$ cat config.mk
export PLATFORM = sky130hd
export DESIGN_NAME = ascon_arbiter
export DESIGN_NICKNAME = d
export VERILOG_FILES = /design/src/rtl/ascon_pkg.sv /design/src/rtl/ascon_arb_pick.sv /design/src/rtl/ascon_arbiter.sv
export SDC_FILE = /design/constraint.sdc
export NUM_CORES = 1
export LEC_CHECK = 0
export CAP_MARGIN = 0
export CORE_AREA = 3 3 147 149
export CTS_CLUSTER_SIZE = 25
export DETAILED_ROUTE_END_ITERATION = 10
export DIE_AREA = 0 0 150 152
export PLACE_DENSITY = 0.59
export RECOVER_POWER = 50
export SYNTH_ARGS = -nofsm -noshare
export SYNTH_HDL_FRONTEND = slang
export SYNTH_SLANG_ARGS = --single-unit
$ cat constraint.sdc
create_clock -name clk -period 2.8 [get_ports clk]
set_clock_uncertainty 0.05 [all_clocks]
set_input_delay 0.28 -clock clk [delete_from_list [all_inputs] [get_ports clk]]
set_output_delay 0.28 -clock clk [all_outputs]
set_load 0.005 [all_outputs]
$ cat src/rtl/ascon_pkg.sv
// Shared ASCON constants: core modes, data types, arbiter FSM states and defaults.
package ascon_pkg;

  localparam int unsigned NREQ_DEFAULT = 2;

  localparam logic [3:0] M_NOP  = 4'd0;
  localparam logic [3:0] M_ENC  = 4'd1;
  localparam logic [3:0] M_DEC  = 4'd2;
  localparam logic [3:0] M_HASH = 4'd3;
  localparam logic [3:0] M_XOF  = 4'd4;

  localparam logic [3:0] D_NULL  = 4'd0;
  localparam logic [3:0] D_NONCE = 4'd1;
  localparam logic [3:0] D_AD    = 4'd2;
  localparam logic [3:0] D_MSG   = 4'd3;
  localparam logic [3:0] D_TAG   = 4'd4;
  localparam logic [3:0] D_HASH  = 4'd5;

  typedef enum logic [1:0] {StIdle, StStart, StBusy, StRel} arb_state_e;

endpackage

$ cat src/rtl/ascon_arb_pick.sv
// Requester selection for ascon_arbiter. ASCON_ARB_RR_EN selects round-robin after the
// last owner; otherwise fixed priority with the lowest eligible index winning.
module ascon_arb_pick
  import ascon_pkg::*;
#(
  parameter int unsigned NREQ = NREQ_DEFAULT
) (
  input  logic [NREQ-1:0]         elig_i,
  input  logic [$clog2(NREQ)-1:0] last_i,
  output logic [NREQ-1:0]         pick_o,
  output logic [$clog2(NREQ)-1:0] idx_o,
  output logic                    valid_o
);

  localparam int unsigned IW = $clog2(NREQ);

`ifdef ASCON_ARB_RR_EN
  int unsigned cand;

  always_comb begin
    pick_o  = '0;
    idx_o   = '0;
    valid_o = 1'b0;
    cand    = 0;
    // Scan starting just after the last owner so it is considered last.
    for (int unsigned k = 1; k <= NREQ; k++) begin
      cand = (32'(last_i) + k) % NREQ;
      if (!valid_o && elig_i[cand]) begin
        pick_o[cand] = 1'b1;
        idx_o        = IW'(cand);
        valid_o      = 1'b1;
      end
    end
  end
`else
  logic unused_last;
  assign unused_last = ^last_i;

  always_comb begin
    pick_o  = '0;
    idx_o   = '0;
    valid_o = 1'b0;
    for (int i = NREQ - 1; i >= 0; i--) begin
      if (elig_i[i]) begin
        pick_o    = '0;
        pick_o[i] = 1'b1;
        idx_o     = IW'(i);
        valid_o   = 1'b1;
      end
    end
  end
`endif

endmodule

$ cat src/rtl/ascon_arbiter.sv
// Shares one ascon_core among NREQ requesters; one operation in flight at a time.
// Arbitration policy chosen by ASCON_ARB_RR_EN (see ascon_arb_pick).
module ascon_arbiter
  import ascon_pkg::*;
#(
  parameter  int unsigned NREQ  = NREQ_DEFAULT,
  parameter  int unsigned CCW   = 32,
  localparam int unsigned CCWD8 = CCW / 8
) (
  input  logic                             clk,
  input  logic                             rst,
  input  logic [NREQ-1:0]                  r_req,
  output logic [NREQ-1:0]                  r_gnt,
  output logic [NREQ-1:0]                  r_done,
  input  logic [NREQ-1:0][3:0]             r_mode,
  input  logic [NREQ-1:0][CCW-1:0]         r_key,
  input  logic [NREQ-1:0]                  r_key_valid,
  output logic [NREQ-1:0]                  r_key_ready,
  input  logic [NREQ-1:0][CCW-1:0]         r_bdi,
  input  logic [NREQ-1:0][CCWD8-1:0]       r_bdi_valid,
  input  logic [NREQ-1:0][3:0]             r_bdi_type,
  input  logic [NREQ-1:0]                  r_bdi_eot,
  input  logic [NREQ-1:0]                  r_bdi_eoi,
  output logic [NREQ-1:0]                  r_bdi_ready,
  output logic [NREQ-1:0][CCW-1:0]         r_bdo,
  output logic [NREQ-1:0]                  r_bdo_valid,
  output logic [NREQ-1:0][3:0]             r_bdo_type,
  output logic [NREQ-1:0]                  r_bdo_eot,
  input  logic [NREQ-1:0]                  r_bdo_ready,
  input  logic [NREQ-1:0]                  r_bdo_eoo,
  output logic [NREQ-1:0]                  r_auth,
  output logic [NREQ-1:0]                  r_auth_valid,
  output logic [3:0]                       c_mode,
  output logic [CCW-1:0]                   c_key,
  output logic                             c_key_valid,
  input  logic                             c_key_ready,
  output logic [CCW-1:0]                   c_bdi,
  output logic [CCWD8-1:0]                 c_bdi_valid,
  output logic [3:0]                       c_bdi_type,
  output logic                             c_bdi_eot,
  output logic                             c_bdi_eoi,
  input  logic                             c_bdi_ready,
  input  logic [CCW-1:0]                   c_bdo,
  input  logic                             c_bdo_valid,
  input  logic [3:0]                       c_bdo_type,
  input  logic                             c_bdo_eot,
  output logic                             c_bdo_ready,
  output logic                             c_bdo_eoo,
  input  logic                             c_auth,
  input  logic                             c_auth_valid,
  input  logic                             c_done,
  output logic                             busy,
  output logic [$clog2(NREQ)-1:0]          owner
);

  localparam int unsigned IW = $clog2(NREQ);

  arb_state_e      state_q, state_d;
  logic [NREQ-1:0] gnt_q, gnt_d;
  logic [IW-1:0]   owner_q, owner_d;
  logic [IW-1:0]   last_q, last_d;

  logic [NREQ-1:0] elig, pick;
  logic [IW-1:0]   pick_idx;
  logic            pick_valid;

  always_comb begin
    elig = '0;
    for (int i = 0; i < NREQ; i++) elig[i] = r_req[i] && (r_mode[i] != M_NOP);
  end

  ascon_arb_pick #(
    .NREQ(NREQ)
  ) u_pick (
    .elig_i (elig),
    .last_i (last_q),
    .pick_o (pick),
    .idx_o  (pick_idx),
    .valid_o(pick_valid)
  );

  always_comb begin
    state_d = state_q;
    gnt_d   = gnt_q;
    owner_d = owner_q;
    last_d  = last_q;
    unique case (state_q)
      StIdle: begin
        if (pick_valid) begin
          state_d = StStart;
          gnt_d   = pick;
          owner_d = pick_idx;
          last_d  = pick_idx;
        end
      end
      StStart: state_d = StBusy;
      StBusy:  if (c_done) state_d = StRel;
      StRel: begin
        state_d = StIdle;
        gnt_d   = '0;
      end
      default: state_d = StIdle;
    endcase
  end

  always_ff @(posedge clk) begin
    if (rst) begin
      state_q <= StIdle;
      gnt_q   <= '0;
      owner_q <= '0;
      last_q  <= IW'(NREQ - 1);
    end else begin
      state_q <= state_d;
      gnt_q   <= gnt_d;
      owner_q <= owner_d;
      last_q  <= last_d;
    end
  end

  // Owner's request-side inputs are only sampled in START; later changes are ignored.
  always_comb begin
    c_mode       = (state_q == StStart) ? r_mode[owner_q] : 4'd0;
    c_key        = '0;
    c_key_valid  = 1'b0;
    c_bdi        = '0;
    c_bdi_valid  = '0;
    c_bdi_type   = '0;
    c_bdi_eot    = 1'b0;
    c_bdi_eoi    = 1'b0;
    c_bdo_ready  = 1'b0;
    c_bdo_eoo    = 1'b0;
    r_key_ready  = '0;
    r_bdi_ready  = '0;
    r_bdo        = '0;
    r_bdo_valid  = '0;
    r_bdo_type   = '0;
    r_bdo_eot    = '0;
    r_auth       = '0;
    r_auth_valid = '0;
    r_done       = '0;
    if (state_q == StStart || state_q == StBusy) begin
      c_key                = r_key[owner_q];
      c_key_valid          = r_key_valid[owner_q];
      c_bdi                = r_bdi[owner_q];
      c_bdi_valid          = r_bdi_valid[owner_q];
      c_bdi_type           = r_bdi_type[owner_q];
      c_bdi_eot            = r_bdi_eot[owner_q];
      c_bdi_eoi            = r_bdi_eoi[owner_q];
      c_bdo_ready          = r_bdo_ready[owner_q];
      c_bdo_eoo            = r_bdo_eoo[owner_q];
      r_key_ready[owner_q] = c_key_ready;
      r_bdi_ready[owner_q] = c_bdi_ready;
      r_bdo[owner_q]       = c_bdo;
      r_bdo_valid[owner_q] = c_bdo_valid;
      r_bdo_type[owner_q]  = c_bdo_type;
      r_bdo_eot[owner_q]   = c_bdo_eot;
    end
    if (state_q == StBusy || state_q == StRel) begin
      r_auth[owner_q]       = c_auth;
      r_auth_valid[owner_q] = c_auth_valid;
    end
    if (state_q == StRel) r_done[owner_q] = 1'b1;
  end

  assign busy  = (state_q != StIdle);
  assign r_gnt = gnt_q;
  assign owner = owner_q;

endmodule

==> impl_metrics.json, run 1 <==
{
  "status": "completed",
  "cts_root_buf": "clkbuf_16",
  "fin_nets": 895,
  "first_global_vias": 3594,
  "synth_cell_type_count": 27,
  "p_leak_nw": 2.640,
  "tightest_slew_ps": 741.4,
  "synthTopCellsByArea": "mux2i_1 35%, nor2b_1 22%, and3_1 11%",
  "finalCritPeriodShare_pct": 94.29,
  "antenna_left": 0,
  "overflow": 0,
  "wl_per_cell_um": 14.99,
  "fill_cells": 2147,
  "setup_slack_ps": 159.9,
  "drive_gt1_share_pct": 2.941,
  "syn_area_um2": 2355,
  "multi_input_comb_area_um2": 2067,
  "hold_viol": 0,
  "yosysMostFrequentCell": "nor2b_1",
  "place_congestion": 0.8015,
  "relSlewSlack_pct": 49.93,
  "postCtsSetupBuffers": 0,
  "hold_buffers": 0,
  "cp-end-kind": "output pin",
  "cts_buffer_depth": 2,
  "avgViaCountPerCell": 3.773,
  "fmax_mhz": 378.8,
  "cts_resized": 0,
  "critical_path_arrival_ps": 2310,
  "path_class": "register to output pin",
  "htree_levels": 1,
  "synth_common_cells": "83 x nor2b_1, 82 x mux2i_1, 42 x and3_1",
  "worstSkewPairLatency_ps": 230,
  "postSynth.asyncResetShare_pct": 0,
  "drt-pass1-iter-count": 4,
  "timing.final.max_slew_violations": 0,
  "yosysTopAreaCell": "mux2i_1",
  "crit_fanout": 29,
  "ys.flop_type": "dfxtp_1",
  "pre_cts_ws_ps": 480.6,
  "grt_max_degree": 59,
  "die-area_um2": 22800,
  "ys_warn_count": 0,
  "track_usage_pct": 11.15,
  "start_util_pct": 11.60,
  "clkSinkCount": 5,
  "rows": 52,
  "ir_worst_vdd_mv": 0.3758,
  "drc": 0,
  "antenna_found_initial": 0,
  "setup_viol": 0,
  "required_ps": 2470,
  "numCtsBuffers": 3,
  "syn_to_final_growth_pct": 177.6,
  "first_iter_violations": 73,
  "ys_ff_latch": 5,
  "die_h_um": 152,
  "clk_pin_slew_ps": 30,
  "io_pins": 380,
  "synth_top_area_share_pct": 34.86,
  "avgSynthCellArea_um2": 7.452,
  "fin_setup_tns_ps": 0,
  "drt_wl_total_um": 14240,
  "grt_pass1_wl_um": 20700,
  "synth-edff-count": 0,
  "critPathLaunchType": "register",
  "p_per_area_nw_per_um2": 740.9,
  "diodes": 0,
  "final-seq-area_um2": 103.9,
  "syn-num-nets": 530,
  "hold_class": "register to register",
  "io_buffer_count": 379,
  "rsz0062_at_grt": "false",
  "cap_violations": 0,
  "period_needed_ps": 2640,
  "fp.coreArea_um2": 20300,
  "die_x_um": 150,
  "synthCells": 316,
  "yosysSeqAreaShare_pct": 4.251,
  "vias": 3584,
  "post-dp-hpwl_um": 12160,
  "cts_tree": "built"
}
==> worst max-delay path: stages, from the launching register on <==
cell	delay, ps
dfxtp_4	650
clkbuf_2	520
mux2i_1	250
nor2b_1	60
dlygate4sd3_1	590
==> where the power goes <==
part	internal, mW	switching [mW]
clock network	0.189	0.0487
registers	0.101	0.0686
logic	2.76	1.68
==> layer usage <==
layer / global-route usage, % / wire [um]
met1: 12.06 / 5255
met4: 0.5229 / 19
met5: 0 / 0
met2: 21.93 / 7359
met3: 3.485 / 1603
==> cell usage in the layout (no fill, tap or decap), drive strengths merged <==
master / count
a31o: 1
mux2i: 82
dlygate4sd3: 71
inv: 5
clkbuf: 5
and3: 42
buf: 11
a32o: 1
a32oi: 1
nor4: 1
dfxtp: 5
o41ai: 2
a21oi: 1
nor2b: 83
nand3: 1
or2: 1
and2: 42
ha: 5
nor3: 1
nor3b: 2
o41a: 1
clkdlybuf4s50: 308
o21ai: 2
nor2: 5
a211oi: 1
==> worst paths after layout <==
path                              endpoint  slack (ps)  cells after the start       start
worst max register to register  state_q[1]        1340                      5  state_q[0]
worst max-delay path             c_key[12]         160                      4       owner
worst min-delay path              r_gnt[0]         430                      1    r_gnt[0]
worst min register to register    r_gnt[0]         430                      1    r_gnt[0]
==> per-stage QoR <==
stage / util [%] / instances / power, mW / area, um^2 / hold slack (ps)
after floorplan: - / 316 / 2.051 / 2355 / 302.4
after global placement: 31.95 / 946 / 4.902 / 6486 / 424.3
after detailed placement: 31.95 / 946 / 4.894 / 6486 / 430.7
after CTS: 32.34 / 950 / 5.152 / 6565 / 438.5
after global routing: 32.21 / 950 / 5.269 / 6538 / 475.4
final: 32.21 / 950 / 4.844 / 6538 / 429.4
==> layout make-up <==
type / instances / area share, %
Timing Repair Buffer: 391 / 60.13
Multi-Input combinational cell: 275 / 31.62
Tap cell: 270 / 5.167
Sequential cell: 5 / 1.589
Clock buffer: 4 / 1.206
Inverter: 5 / 0.2871
==> cells by family (layout without fill, tap and decap cells) <==
family	count (synthesis)	after routing	synth area share, %
DFF	5	5	4.251
AOI/OAI and AO/OA	10	10	4.304
muxes	82	82	34.86
adders and majority gates	5	5	2.657
and+or+nand+nor	178	178	46.81
buffers and inverters	36	400	7.120
==> registers in the layout, indices dropped and copies added (netlist names) <==
register  flops
state_q       2
r_gnt         2
owner         1
No activity file was read; power rests on OpenSTA's default activity.
==> run 2, diff against run 1 <==
CORE_AREA = 3 3 145 147   (was 3 3 147 149)
DIE_AREA = 0 0 148 150   (was 0 0 150 152)
PLACE_DENSITY = 0.6   (was 0.59)
clock period = 2.68 ns   (was 2.8 ns; I/O delays follow)
==> run 2 against run 1 <==
  * Register-to-register slack lost 170 ps
  * Setup slack got worse by 28 ps
  * Count of clock-buffer cells in the layout unchanged
  * Die area shrank 2.6%
  * Final area fell by 0.13%
  * Utilization increased by 0.37 points
  * Non-clock buffer count rose by 2
  * Combinational power up 4.7%
  * Hold slack better by 3.5 ps
  * Sequential share of layout area barely moved
  * Clock power increased by 3%
  * First-iteration DRC count rose by 23%
  * Highest routed layer unchanged
==> impl_metrics.json, run 2 (same netlist as run 1, synthesis figures left out) <==
{
  "status": "completed",
  "hold_class": "register to register",
  "critical_path_arrival_ps": 2230,
  "cts_tree": "built",
  "avgViaCountPerCell": 3.737,
  "fin_setup_tns_ps": 0,
  "first_global_vias": 3498,
  "numCtsBuffers": 3,
  "rsz0062_at_grt": "false",
  "drt-pass1-iter-count": 4,
  "io_buffer_count": 379,
  "clkSinkCount": 5,
  "required_ps": 2360,
  "diodes": 0,
  "htree_levels": 1,
  "path_class": "register to output pin",
  "path_cells": "clkbuf_2 -> mux2i_1 -> nor2b_1 -> dlygate4sd3_1",
  "cap_violations": 0,
  "whs_path_depth": 1,
  "drt_wl_total_um": 14110,
  "setup_viol": 0,
  "p_per_area_nw_per_um2": 778.4,
  "io_pins": 380,
  "syn_to_final_growth_pct": 177.3,
  "relSlewSlack_pct": 35.86,
  "wl_per_cell_um": 14.82,
  "switchingPower_mw": 1.889,
  "clk_pin_slew_ps": 30,
  "start_util_pct": 11.75,
  "hold_viol": 0,
  "cp-end-kind": "output pin",
  "combPwrFrac_pct": 91.5,
  "fp.coreArea_um2": 20040,
  "finalCritPeriodShare_pct": 95.07,
  "drive_gt1_share_pct": 3.372,
  "cts_buffer_depth": 2,
  "tightest_slew_ps": 949.7,
  "overflow": 0,
  "die_x_um": 148,
  "clkPwrFrac_pct": 4.8,
  "pre_cts_ws_ps": 411.0,
  "ir_worst_vdd_mv": 0.4787,
  "first_iter_violations": 90,
  "hold_buffers": 0,
  "internal_power_mw": 3.194,
  "cts_root_buf": "clkbuf_16",
  "fmax_mhz": 392.5,
  "total_power_mw": 5.082,
  "grt_max_degree": 74,
  "fill_cells": 2163,
  "worstSkewPairLatency_ps": 230,
  "utilization_pct": 32.58,
  "fin_nets": 897,
  "path_buf_inv": 2,
  "r2r_cells": 5,
  "p_seq_share_pct": 3.7,
  "period_needed_ps": 2548,
  "cts_resized": 0,
  "postCtsSetupBuffers": 0,
  "rows": 52,
  "p_leak_nw": 2.558,
  "worst-path-stages": 4,
  "critPathLaunchType": "register",
  "setup_slack_ps": 132.1,
  "max_stage_delay_ps": 710,
  "vias": 3558,
  "drc": 0,
  "crit_fanout": 32,
  "slowest_stage": "dfxtp_4",
  "grt_pass1_wl_um": 20130,
  "antenna_left": 0,
  "place_congestion": 0.7989,
  "track_usage_pct": 11.32,
  "layout_common_cells": "338 x clkdlybuf4s50_1, 82 x mux2i_1, 82 x nor2b_1",
  "post-dp-hpwl_um": 11890,
  "die_h_um": 150,
  "antenna_found_initial": 0,
  "die-area_um2": 22200,
  "switching_share_pct": 37.16,
  "final_common_cell": "clkdlybuf4s50_1",
  "path_delay_family": "buffers and inverters",
  "timing.final.max_slew_violations": 0
}
run 2: changes by cell type in the layout (fill, tap and decap cells not counted), sizes merged:
cell	before	now
clkdlybuf4s50	308	338
clkbuf	5	7
dlygate4sd3	71	41
run 2: path summary, 6_finish.rpt:
kind / from / endpoint / slack [ps]
worst max-delay path: owner / c_mode[1] / 130
worst min-delay path: r_gnt[0] / r_gnt[0] / 430
worst max register to register: state_q[0] / state_q[1] / 1170
worst min register to register: r_gnt[0] / r_gnt[0] / 430
run 2: through the flow:
stage / instances / hold WS [ps] / area (um^2)
finish: 952 / 432.9 / 6529
global route: 952 / 490.2 / 6529
CTS: 952 / 443.7 / 6568
detailed placement: 948 / 430.8 / 6489
global placement: 948 / 443.9 / 6489
floorplan: 316 / 290.4 / 2355
run 2: layout make-up:
| cell class | instances | area [um^2] | area share [%] |
|---|---|---|---|
| repair buffers | 393 | 3920 | 60.04 |
| clock buffers | 4 | 78.83 | 1.207 |
| inverters | 5 | 18.77 | 0.2875 |
| multi-input cells | 275 | 2069 | 31.70 |
| flip-flops and latches | 5 | 103.9 | 1.591 |
| well taps | 270 | 337.8 | 5.174 |
run 2: power groups by stage:
| stage | clock network, mW | registers, mW | logic (mW) |
|---|---|---|---|
| after floorplan | 0 | 0.124 | 2.02 |
| after global placement | 0 | 0.191 | 4.94 |
| after detailed placement | 0 | 0.193 | 4.93 |
| after CTS | 0.253 | 0.193 | 4.95 |
| after global routing | 0.260 | 0.198 | 5.06 |
| final | 0.246 | 0.187 | 4.65 |
run 2: metal layers:
metal  track usage (%)  share of wire, %
met5                 0                 0
met4             1.894              0.91
met3             3.604               9.7
met2             21.21                52
met1             12.70                37
==> run 3, diff against run 2 <==
--- a/constraint.sdc
+++ b/constraint.sdc
@@ -4,2 +4,2 @@
 set_output_delay 0.268 -clock clk [all_outputs]
-set_load 0.005 [all_outputs]
+set_load 0.1 [all_outputs]
==> run 3 against run 2 <==
  * Utilization up 7.0 points
  * Hold slack improved by 68 ps
  * Sequential share of layout area decreased by 0.28 points
  * Non-clock buffer count decreased by 9
  * Flip-flop and latch count is the same
  * Count of clock-buffer cells in the layout is 1 lower
  * Fmax rose by 1.5%
  * Die area is the same
  * First-iteration DRC count shrank 13%
  * Register-to-register slack improved by 30 ps
  * Global-route usage increased by 0.28 points
  * Final area grew 22%
  * Critical endpoint is now c_bdi[18]
==> impl_metrics.json, run 3 (same netlist as run 1, synthesis figures left out) <==
{
  "crit_fanout": 56,
  "cts_root_buf": "clkbuf_16",
  "place_congestion": 0.7819,
  "numCtsBuffers": 3,
  "cts_resized": 0,
  "cts_buffer_depth": 2,
  "fill_cells": 1959,
  "critical_path_arrival_ps": 2190,
  "pre_cts_ws_ps": 517.8,
  "hold_class": "register to register",
  "final_area_um2": 7939,
  "grt_max_degree": 72,
  "finalCritPeriodShare_pct": 93.67,
  "final_common_cell": "clkdlybuf4s50_1",
  "die-area_um2": 22200,
  "period_needed_ps": 2510,
  "status": "completed",
  "antenna_found_initial": 0,
  "final-seq-area_um2": 103.9,
  "setup_viol": 0,
  "antenna_left": 0,
  "hold_viol": 0,
  "rows": 52,
  "clk_pin_slew_ps": 30,
  "wl_per_cell_um": 15.20,
  "avgViaCountPerCell": 3.874,
  "required_ps": 2360,
  "reg2reg_slack_ps": 1200,
  "die_x_um": 148,
  "placed_area_um2": 8687,
  "path_class": "register to output pin",
  "layout_common_cells": "207 x clkdlybuf4s50_1, 121 x buf_12, 82 x mux2i_1",
  "postCtsSetupBuffers": 0,
  "syn_to_final_growth_pct": 237.1,
  "track_usage_pct": 11.60,
  "io_buffer_count": 379,
  "setup_slack_ps": 169.5,
  "tightest_slew_ps": 1170,
  "timing.final.max_slew_violations": 0,
  "cts_tree": "built",
  "min_from": "state_q[1]",
  "start_util_pct": 11.75,
  "r2r_cells": 5,
  "vias": 3653,
  "cap_violations": 0,
  "drc": 0,
  "reg2reg_to": "state_q[0]",
  "critPathLaunchType": "register",
  "utilization_pct": 39.62,
  "first_global_vias": 3569,
  "fmax_mhz": 398.3,
  "worstSkewPairLatency_ps": 230,
  "reg2reg_from": "state_q[0]",
  "instances_no_fill": 943,
  "post-dp-hpwl_um": 12690,
  "dp_cells": 939,
  "htree_levels": 1,
  "whs_path_depth": 2,
  "drive_gt1_share_pct": 35.96,
  "overflow": 0,
  "drt_wl_total_um": 14330,
  "drt-pass1-iter-count": 4,
  "first_iter_violations": 78,
  "rsz0062_at_grt": "false",
  "hold_buffers": 0,
  "hold_end": "state_q[1]",
  "fp.coreArea_um2": 20040,
  "die_h_um": 150,
  "cp-end-kind": "output pin",
  "grt_pass1_wl_um": 20370,
  "multi_input_comb_area_um2": 2519,
  "io_pins": 380,
  "clkSinkCount": 5,
  "fin_nets": 888,
  "relSlewSlack_pct": 22.34,
  "diodes": 0
}
-- run 3: changes by cell type in the layout (fill, tap and decap cells not counted), moves of 9 or more --
cell,previous run,this run
clkbuf_2,3,12
clkdlybuf4s50_1,338,207
clkbuf_4,0,34
buf_12,2,121
nor2b_1,82,25
dlygate4sd3_1,41,1
nor2b_4,0,56
-- run 3: worst max path at each step --
| stage | slack [ps] | start | cells past startpoint | to |
|---|---|---|---|---|
| 2_1_floorplan | -70 | owner | 3 | r_bdo[60] |
| 3_3_place_gp | 600 | state_q[0] | 6 | r_bdo[8] |
| 3_5_place_dp | 520 | state_q[0] | 6 | r_key_ready[0] |
| 4_1_cts | 270 | state_q[0] | 6 | r_bdo[1] |
| 5_1_grt | 90 | owner | 4 | c_key[12] |
| 6_report | 170 | owner | 4 | c_bdi[18] |
-- run 3: metrics by stage --
step	hold WS [ps]	TNS, ps
floorplan	290.4	-556.2
global placement	491.6	0
detailed placement	501.6	0
CTS	506.2	0
global route	520.9	0
finish	500.9	0
-- run 3: worst max-delay path, stage by stage, from the launching register on --
cell	delay, ps
dfxtp_4	420
buf_4	690
mux2i_1	260
nor2b_4	140
clkbuf_4	330
-- run 3: cell type report --
cell class	instances	area share, %
Clock buffer	3	0.9456
Tap cell	270	4.255
Sequential cell	5	1.308
Clock inverter	1	0.06304
Multi-Input combinational cell	275	31.73
Timing Repair Buffer	384	61.47
Inverter	5	0.2364
-- run 3: routing by layer --
layer	share of wire [%]	global-route usage, %	vias to the layer above
li1	-	-	1797
met2	53	22.11	217
met4	1.3	2.448	0
met1	36	12.24	1628
met3	10	4.149	11
met5	0	0	-
Power of run 3 is not shown: default switching activity piles up to over one toggle a cycle in this logic, so the estimate is an artifact.
